**config.mk**
```make
export PLATFORM = sky130hd
export DESIGN_NAME = cfo_correction
export DESIGN_NICKNAME = d
export VERILOG_FILES = /design/src/rtl/cfo_corr_pkg.sv /design/src/rtl/cfo_correction_sincos_lut.sv /design/src/rtl/cfo_correction.sv
export SDC_FILE = /design/constraint.sdc
export NUM_CORES = 2
export LEC_CHECK = 0
export ABC_CLOCK_PERIOD_IN_PS = 9960
export CORE_MARGIN = 3
export CORE_UTILIZATION = 45
export DETAILED_ROUTE_END_ITERATION = 7
export REMOVE_ABC_BUFFERS = 1
export SETUP_SLACK_MARGIN = 0.4
export SLEW_MARGIN = 10
export SYNTH_ARGS = -nofsm -noshare
export SYNTH_HDL_FRONTEND = slang
export SYNTH_SLANG_ARGS = --single-unit
```
**constraint.sdc**
```tcl
create_clock -name clk_i -period 9.96 [get_ports clk_i]
set_input_delay 0.996 -clock clk_i [delete_from_list [all_inputs] [get_ports clk_i]]
set_output_delay 0.996 -clock clk_i [all_outputs]
set_load 0.05 [all_outputs]
```
**src/rtl/cfo_corr_pkg.sv**
```systemverilog
// -----------------------------------------------------------------------------
// cfo_corr_pkg
// Shared definitions for the CFO correction datapath.
//   - default widths for cfo_correction / sincos_lut parameters
//   - quadrant_t : NCO phase quadrant (top two phase bits)
//   - sat_trunc(): clamp a signed value to a w-bit two's complement range
// No ports (package).
// -----------------------------------------------------------------------------
package cfo_corr_pkg;

    localparam int CFO_IN_DW  = 32;
    localparam int CFO_OUT_DW = 32;
    localparam int CFO_DDS_DW = 20;
    localparam int CFO_SIN_DW = 16;
    localparam int CFO_LUT_AW = 8;

    typedef enum logic [1:0] {
        Q0 = 2'd0,
        Q1 = 2'd1,
        Q2 = 2'd2,
        Q3 = 2'd3
    } quadrant_t;

    // Caller narrows the result to w bits; the clamp guarantees no wrap.
    function automatic logic signed [63:0] sat_trunc(input logic signed [63:0] x,
                                                     input int unsigned        w);
        logic signed [63:0] hi;
        logic signed [63:0] lo;
        hi = (64'sd1 <<< (w - 1)) - 64'sd1;
        lo = -(64'sd1 <<< (w - 1));
        if (x > hi) begin
            return hi;
        end
        if (x < lo) begin
            return lo;
        end
        return x;
    endfunction

endpackage

```
**src/rtl/cfo_correction_sincos_lut.sv**
```systemverilog
// -----------------------------------------------------------------------------
// sincos_lut
// Quarter-wave sine ROM with quadrant fold; one registered {sin, cos} output.
// Ports:
//   clk_i    in   clock
//   reset_i  in   asynchronous, active-high reset
//   phase_i  in   [LUT_AW+1:0] {quadrant, quarter-wave address}
//   sin_o    out  signed SIN_DW, sin(phase), registered
//   cos_o    out  signed SIN_DW, cos(phase), registered
// -----------------------------------------------------------------------------
module sincos_lut
    import cfo_corr_pkg::*;
#(
    parameter int SIN_DW = CFO_SIN_DW,
    parameter int LUT_AW = CFO_LUT_AW
) (
    input  logic                     clk_i,
    input  logic                     reset_i,
    input  logic [LUT_AW+1:0]        phase_i,
    output logic signed [SIN_DW-1:0] sin_o,
    output logic signed [SIN_DW-1:0] cos_o
);

    localparam int  DEPTH   = 2 ** LUT_AW;
    localparam real AMP     = real'(2 ** (SIN_DW - 1) - 1);
    localparam real HALF_PI = 1.5707963267948966;

    // Entry i holds AMP*sin(i/DEPTH * pi/2), rounded. The table is a set of
    // elaboration-time constants, so it maps to a ROM without an init block.
    logic signed [SIN_DW-1:0] rom [DEPTH];

    for (genvar i = 0; i < DEPTH; i++) begin : g_rom
        localparam int VAL = $rtoi(AMP * $sin(HALF_PI * real'(i) / real'(DEPTH)) + 0.5);
        assign rom[i] = SIN_DW'(VAL);
    end

    quadrant_t                quad;
    logic [LUT_AW-1:0]        addr;
    logic signed [SIN_DW-1:0] s_raw;
    logic signed [SIN_DW-1:0] c_raw;
    logic signed [SIN_DW-1:0] sin_n;
    logic signed [SIN_DW-1:0] cos_n;

    assign quad  = quadrant_t'(phase_i[LUT_AW+1 -: 2]);
    assign addr  = phase_i[LUT_AW-1:0];
    // cos comes from the mirrored address (~a == DEPTH-1-a).
    assign s_raw = rom[addr];
    assign c_raw = rom[~addr];

    // Table values never reach -2^(SIN_DW-1), so negation cannot overflow.
    always_comb begin
        sin_n = s_raw;
        cos_n = c_raw;
        unique case (quad)
            Q0: begin sin_n = s_raw;  cos_n = c_raw;  end
            Q1: begin sin_n = c_raw;  cos_n = -s_raw; end
            Q2: begin sin_n = -s_raw; cos_n = -c_raw; end
            Q3: begin sin_n = -c_raw; cos_n = s_raw;  end
            default: begin sin_n = s_raw; cos_n = c_raw; end
        endcase
    end

    always_ff @(posedge clk_i or posedge reset_i) begin
        if (reset_i) begin
            sin_o <= '0;
            cos_o <= '0;
        end else begin
            sin_o <= sin_n;
            cos_o <= cos_n;
        end
    end

endmodule

```
**src/rtl/cfo_correction.sv**
```systemverilog
// -----------------------------------------------------------------------------
// cfo_correction
// Removes carrier frequency offset: each IQ sample is rotated by
// exp(-j*phase), phase advancing by the loaded DDS increment per sample.
// Fixed latency: sample accepted on edge k -> output valid after edge k+4.
// Ports:
//   clk_i              in   clock
//   reset_i            in   asynchronous, active-high reset
//   s_axis_in_tdata    in   IN_DW  {im, re} signed input sample
//   s_axis_in_tvalid   in   sample valid (always accepted)
//   CFO_DDS_inc_i      in   DDS_DW signed phase increment per sample
//   CFO_valid_i        in   strobe, loads CFO_DDS_inc_i
//   m_axis_out_tdata   out  OUT_DW {im, re} corrected sample
//   m_axis_out_tvalid  out  output valid
//   phase_o            out  DDS_DW current phase accumulator
// Build option:
//   CFO_CORR_PHASE_RESET_EN - an increment strobe also clears the phase
//   accumulator; otherwise phase stays continuous across increment updates.
// -----------------------------------------------------------------------------
module cfo_correction
    import cfo_corr_pkg::*;
#(
    parameter int IN_DW  = CFO_IN_DW,
    parameter int OUT_DW = CFO_OUT_DW,
    parameter int DDS_DW = CFO_DDS_DW,
    parameter int SIN_DW = CFO_SIN_DW,
    parameter int LUT_AW = CFO_LUT_AW
) (
    input  logic              clk_i,
    input  logic              reset_i,
    input  logic [IN_DW-1:0]  s_axis_in_tdata,
    input  logic              s_axis_in_tvalid,
    input  logic [DDS_DW-1:0] CFO_DDS_inc_i,
    input  logic              CFO_valid_i,
    output logic [OUT_DW-1:0] m_axis_out_tdata,
    output logic              m_axis_out_tvalid,
    output logic [DDS_DW-1:0] phase_o
);

    localparam int HW_IN  = IN_DW / 2;
    localparam int HW_OUT = OUT_DW / 2;
    localparam int PW     = HW_IN + SIN_DW;
    localparam int SW     = PW + 1;

    logic [DDS_DW-1:0]        inc_reg;
    logic [DDS_DW-1:0]        phase_acc;
    logic                     s0_valid, s1_valid, s2_valid, s3_valid;
    logic [LUT_AW+1:0]        s0_phase;
    logic signed [HW_IN-1:0]  s0_re, s0_im, s1_re, s1_im;
    logic signed [SIN_DW-1:0] lut_sin, lut_cos;
    logic signed [PW-1:0]     p_rc, p_is, p_ic, p_rs;
    logic signed [SW-1:0]     s3_re, s3_im;
    logic signed [HW_OUT-1:0] sat_re, sat_im;

    assign phase_o = phase_acc;

    // A sample on the strobe edge still advances by the old increment.
    always_ff @(posedge clk_i or posedge reset_i) begin
        if (reset_i) begin
            inc_reg   <= '0;
            phase_acc <= '0;
        end else begin
            if (CFO_valid_i) begin
                inc_reg <= CFO_DDS_inc_i;
            end
`ifdef CFO_CORR_PHASE_RESET_EN
            if (CFO_valid_i) begin
                phase_acc <= '0;
            end else if (s_axis_in_tvalid) begin
                phase_acc <= phase_acc + inc_reg;
            end
`else
            if (s_axis_in_tvalid) begin
                phase_acc <= phase_acc + inc_reg;
            end
`endif
        end
    end

    // Stage 0: tag the sample; only the bits that address the LUT are kept.
    always_ff @(posedge clk_i or posedge reset_i) begin
        if (reset_i) begin
            s0_valid <= 1'b0;
            s0_phase <= '0;
            s0_re    <= '0;
            s0_im    <= '0;
        end else begin
            s0_valid <= s_axis_in_tvalid;
            if (s_axis_in_tvalid) begin
                s0_phase <= phase_acc[DDS_DW-1 -: LUT_AW+2];
                s0_re    <= $signed(s_axis_in_tdata[HW_IN-1:0]);
                s0_im    <= $signed(s_axis_in_tdata[IN_DW-1 -: HW_IN]);
            end
        end
    end

    sincos_lut #(
        .SIN_DW (SIN_DW),
        .LUT_AW (LUT_AW)
    ) u_sincos_lut (
        .clk_i   (clk_i),
        .reset_i (reset_i),
        .phase_i (s0_phase),
        .sin_o   (lut_sin),
        .cos_o   (lut_cos)
    );

    // Stages 1-3: align data with the LUT, multiply, combine and rescale.
    always_ff @(posedge clk_i or posedge reset_i) begin
        if (reset_i) begin
            s1_valid <= 1'b0;
            s1_re    <= '0;
            s1_im    <= '0;
            s2_valid <= 1'b0;
            p_rc     <= '0;
            p_is     <= '0;
            p_ic     <= '0;
            p_rs     <= '0;
            s3_valid <= 1'b0;
            s3_re    <= '0;
            s3_im    <= '0;
        end else begin
            s1_valid <= s0_valid;
            s1_re    <= s0_re;
            s1_im    <= s0_im;

            s2_valid <= s1_valid;
            p_rc     <= PW'(s1_re) * PW'(lut_cos);
            p_is     <= PW'(s1_im) * PW'(lut_sin);
            p_ic     <= PW'(s1_im) * PW'(lut_cos);
            p_rs     <= PW'(s1_re) * PW'(lut_sin);

            // One guard bit keeps the sum exact before the rescale.
            s3_valid <= s2_valid;
            s3_re    <= (SW'(p_rc) + SW'(p_is)) >>> (SIN_DW - 1);
            s3_im    <= (SW'(p_ic) - SW'(p_rs)) >>> (SIN_DW - 1);
        end
    end

    always_comb begin
        sat_re = HW_OUT'(sat_trunc(64'(s3_re), HW_OUT));
        sat_im = HW_OUT'(sat_trunc(64'(s3_im), HW_OUT));
    end

    // Stage 4: output data holds its last value while valid is low.
    always_ff @(posedge clk_i or posedge reset_i) begin
        if (reset_i) begin
            m_axis_out_tdata  <= '0;
            m_axis_out_tvalid <= 1'b0;
        end else begin
            m_axis_out_tvalid <= s3_valid;
            if (s3_valid) begin
                m_axis_out_tdata <= {sat_im, sat_re};
            end
        end
    end

endmodule

```
Word-level counts from Yosys, hierarchy flattened. Memories as Yosys holds them, arrays and structs flattened. Index checks and enable logic that the tools add are counted.

Memory bits (read-only): 8192. Latch bits: 0. Word-level logic and storage cells: 65. Output and inout port bits: 53. Memories: 2. Input port bits: 56. Register bits after elaboration: 347. Memory bits (writable): 0.

Equality and inequality tests: 3. Reductions and logical operators: 1. Div/mod/pow operators: 0. $add $sub $neg: 5. Shifts and indexed selects: 0. Magnitude comparators: 6. Muxes and demuxes: 20. $mul: 4. Bitwise gates (word level): 3.

Memory list: (name not given) (words 256, width 16, read ports 1, clocked after Yosys merged registers in 0, write ports 0, RTL line cfo_correction_sincos_lut.sv:48) `assign c_raw = rom[~addr];`; (name not given) (words 256, width 16, read ports 1, clocked after Yosys merged registers in 0, write ports 0, RTL line cfo_correction_sincos_lut.sv:47) `assign s_raw = rom[addr];`.

Operator list (number): $mux W16 (12); $mul A16 B16 Y32 (4); $pmux W16 S4 (2); $gt A18 B16 Y1 const B (2); $lt A18 B16 Y1 const B (2); $add A32 B32 Y33 (1); $sub A32 B32 Y33 (1); $neg A16 Y16 (2); $add A20 B20 Y20 (1); $ge A9 B9 Y1 const B (2); $not A8 Y9 (2); $not A8 Y8 (1); $mux W1 (6); $eq A2 B2 Y1 const B (2); $eq A2 B1 Y1 const B (1); $logic_not A2 Y1 (1).

Depth between registers and ports, before layout.
Word-level depth: 7. Gate-level depth with buffers: 25. Depth with buffers taken out: 24.

By module. Synthesis repeated with hierarchy kept, for this count alone.

Cell total of the unflattened synthesis: 6725. Area, all modules: 61665.4 µm².

Modules (own cells, without submodules): cfo_correction (cells an instance 5307, seq. area each 7882.6 µm², area each 51879.8 µm², times used 1); sincos_lut (cells an instance 1418, seq. area each 800.8 µm², area each 9785.6 µm², times used 1).

Worst setup path before layout. No wires, ideal clock.

Path type: reg2reg. From: register u_sincos_lut.sin_o[7]. To: register p_rs[30]. Cell stages (with the launch flop): 24. Path buffers: 1. Period minus slack after synthesis: 6.097 ns. Path slack: 3.863 ns. Required time: 9.880 ns. Setup time: 0.080 ns. Data arrival time: 6.017 ns. Path through: dfrtp_1 -> clkbuf_1 -> nand2_1 -> fa_1 -> inv_1 -> fa_1 -> inv_1 -> fa_1 -> inv_1 -> fa_1 -> fa_1 -> inv_1 -> fa_1 -> inv_1 -> ha_1 -> o21a_1 -> o21bai_1 -> o21ai_0 -> a21oi_1 -> o31ai_1 -> a2111oi_0 -> o31ai_1 -> a211oi_1 -> xnor2_1.

Longest elaborated chain between the ends: 1.

RTL lines: start: declaration (RTL line cfo_correction_sincos_lut.sv:20) `output logic signed [SIN_DW-1:0] sin_o,`; start signal: assignment (RTL line cfo_correction_sincos_lut.sv:68) `sin_o <= sin_n;`; $mul A16 B16 Y32 (RTL line cfo_correction.sv:131) `p_rs <= PW'(s1_re) * PW'(lut_sin);`; end signal: assignment (RTL line cfo_correction.sv:131); end: declaration (RTL line cfo_correction.sv:51) `logic signed [PW-1:0] p_rc, p_is, p_ic, p_rs;`.

No other way between the ends. A chain may end at the register's enable or synchronous reset.

Worst setup path after layout.
From: register s1_re[8]. To: register p_rc[31].

Longest elaborated chain between the ends: 1.

RTL lines: start: declaration (RTL line cfo_correction.sv:49) `logic signed [HW_IN-1:0] s0_re, s0_im, s1_re, s1_im;`; start signal: assignment (RTL line cfo_correction.sv:124) `s1_re <= s0_re;`; $mul A16 B16 Y32 (RTL line cfo_correction.sv:128) `p_rc <= PW'(s1_re) * PW'(lut_cos);`; end signal: assignment (RTL line cfo_correction.sv:128); end: declaration (RTL line cfo_correction.sv:51).

No other way between the ends.

==> impl_metrics.toml <==
[yosys]
syn_inst = 6816
yosys.area.top_type = "fa_1"
ys_seq_elements = 347
yosys.cell_types.count = 119
synthArstFlopShare_pct = 100.0
synth_area_um2 = 62150
synth_area_leaders = "fa_1 (34%), dfrtp_1 (14%), ha_1 (9.0%)"
ys.flop_type = "dfrtp_1"
yosysSeqAreaShare_pct = 13.97
avgSynthCellArea_um2 = 9.119
synth_warnings = 0
synth_top_area_share_pct = 33.79
synth_edf_count = 0

[clock_network]
worstSkewPairLatency_ns = 0.63
cts_sinks = 347
cts_buffers = 43
tritoncts = "yes"
htreeDepth = 2
cts_root_buf = "clkbuf_16"
post-cts-setup-buffer-count = 0
path_clk_slew_ns = 0.08
clock_path_buffers = 3
cts_resized = 0
cts-hold-fix-buffers = 0

[floorplanning]
dieWidth_um = 377.6
dieHeight_um = 377.6
core_region_area_um2 = 136300
rows = 135
io_pins = 109
start_util_pct = 45.60
die-area_um2 = 142600

[timing]
rsz0062_at_grt = "no"
fmax_mhz = 135.5
min_period_ns = 7.378
maxSlewHeadroom_pct = 16.11
setup-violations-final = 0
maxSlewViolCount = 0
fin_worst_skew_ns = 0.04647
period_share_pct = 74.08
hold_viol_final = 0
worstMarginPinSlew_ns = 1.251

[worst_setup_path]
cp-end-kind = "register"
critPathMaxFanout = 19
crit_path_cell_trace = "buf_4 > and2_1 > fa_1 > inv_1 > fa_1 > fa_1 > inv_1 > fa_1 > fa_1 > inv_1 > fa_1 > inv_1 > ha_1 > a21oi_1 > nor4b_1 > o31a_1 > o21ai_0 > a211oi_1 > a21oi_1 > xnor2_1"
r2r_slack_ns = 2.58
critPathArrivalTime_ns = 7.87
critPathMostFrequentCell = "fa_1"
cp_slowest_cell = "dfrtp_1"
crit_required_ns = 10.45
max_stage_delay_ns = 0.84
cp_top_family = "adder cells"
path_buf_inv = 5
setup.worst_path.start_class = "register"
worstSetupPathType = "reg2reg"

[drt]
wl_per_cell_um = 22.21
drtPass1Iterations = 8
first_iter_violations = 5069
routed_wl_mm = 188.6
viasPerCell = 5.699
num_vias = 48390
ant_nets = 0
drc = 0

[placed_design]
io_buffers = 108
place.gp.congestion = 1.060
dp_cells = 8413
dp.final_hpwl_mm = 139.1

[layout]
drive_gt1_share_pct = 5.517
final_cell_mix = "inv_1 (1270), fa_1 (1049), nand2_1 (691)"
layout_commonest_cell = "inv_1"
final_cells = 8490
nets = 8229
syn_to_final_growth_pct = 6.009

[grt]
grt_pass1_wl_mm = 300.1
grt_max_degree = 163
first_global_vias = 51120
grt-ovfl-total = 0
grt_use_total_pct = 27.13
antenna_found_initial = 11

[min_path]
hp-class = "reg2reg"

[flow_run]
maxCapViolCount = 0

[run_status]
status = "completed"
-- cell type report --
type                            count  area [um^2]
Antenna cell                        3        7.507
Clock buffer                       55         1222
Clock inverter                     19        305.3
Fill cell                       12970        70430
Inverter                         1275         4793
Multi-Input combinational cell   4788        46640
Sequential cell                   347         8706
Tap cell                         1781         2228
Timing Repair Buffer              222         1984
-- cells in the mapped netlist, types with 21 or more instances --
cell / number
o211ai_1: 79
a31oi_1: 54
o21ai_0: 207
nor3_1: 96
inv_1: 1273
mux2_2: 76
o21bai_1: 24
buf_2: 41
nand2b_1: 80
nor2_1: 284
or3_1: 27
xnor2_1: 148
a221oi_1: 21
a21oi_1: 206
o31ai_1: 28
nand2_1: 691
fa_1: 1049
and2_1: 504
and3_1: 24
a311oi_1: 33
buf_6: 30
dfrtp_1: 347
ha_1: 447
a211oi_1: 63
nor2b_1: 60
nand3_1: 69
clkbuf_1: 296
o21a_1: 43
a21o_1: 69
xor2_1: 46
o311ai_0: 23
-- worst paths after layout --
check / startpoint / end / cells past startpoint
min in group asynchronous: reset_i / s0_im[15]$_DFFE_PP0P_ / 2
max in group asynchronous: reset_i / s3_valid$_DFF_PP0_ / 3
setup reg to reg: s1_re[8]$_DFF_PP0_ / p_rc[31]$_DFF_PP0_ / 20
hold / removal: s1_valid$_DFF_PP0_ / s2_valid$_DFF_PP0_ / 0
setup / recovery: s1_re[8]$_DFF_PP0_ / p_rc[31]$_DFF_PP0_ / 20
hold reg to reg: s1_valid$_DFF_PP0_ / s2_valid$_DFF_PP0_ / 0
-- logic make-up (layout without fill, tap and decap cells) --
| logic type | after synthesis | in the layout | share of synthesized area, % |
|---|---|---|---|
| fa+ha+maj | 1496 | 1496 | 42.79 |
| other cells | 0 | 3 | 0 |
| buf+inv | 1681 | 1571 | 11.00 |
| simple gates | 1933 | 1933 | 15.51 |
| flops | 347 | 347 | 13.97 |
| xor+xnor | 194 | 194 | 2.734 |
| compound gates | 1051 | 1051 | 11.63 |
| mux | 114 | 114 | 2.357 |
-- per-layer routing --
layer	GRT usage (%)	vias up	wire, um
met2	42.32	2124	84250
li1	-	21280	-
met1	37.19	24450	79450
met5	0.2401	-	62
met3	5.119	526	15590
met4	11.05	8	9198
-- per-stage QoR --
stage	hold WS, ns	utilization [%]	setup slack [ns]	cell area, um^2	TNS, ns
CTS	0.3501	48.33	2.500	65880	0
detailed placement	0.3347	47.21	2.508	64350	0
finish	0.3491	48.34	2.582	65890	0
global route	0.3557	48.33	2.245	65880	0
global placement	0.3317	47.21	2.567	64350	0
floorplan	0.3312	-	-0.6578	60100	-228.25
Power is not shown: default switching activity piles up to over one toggle a cycle in this logic, so the estimate is an artifact.
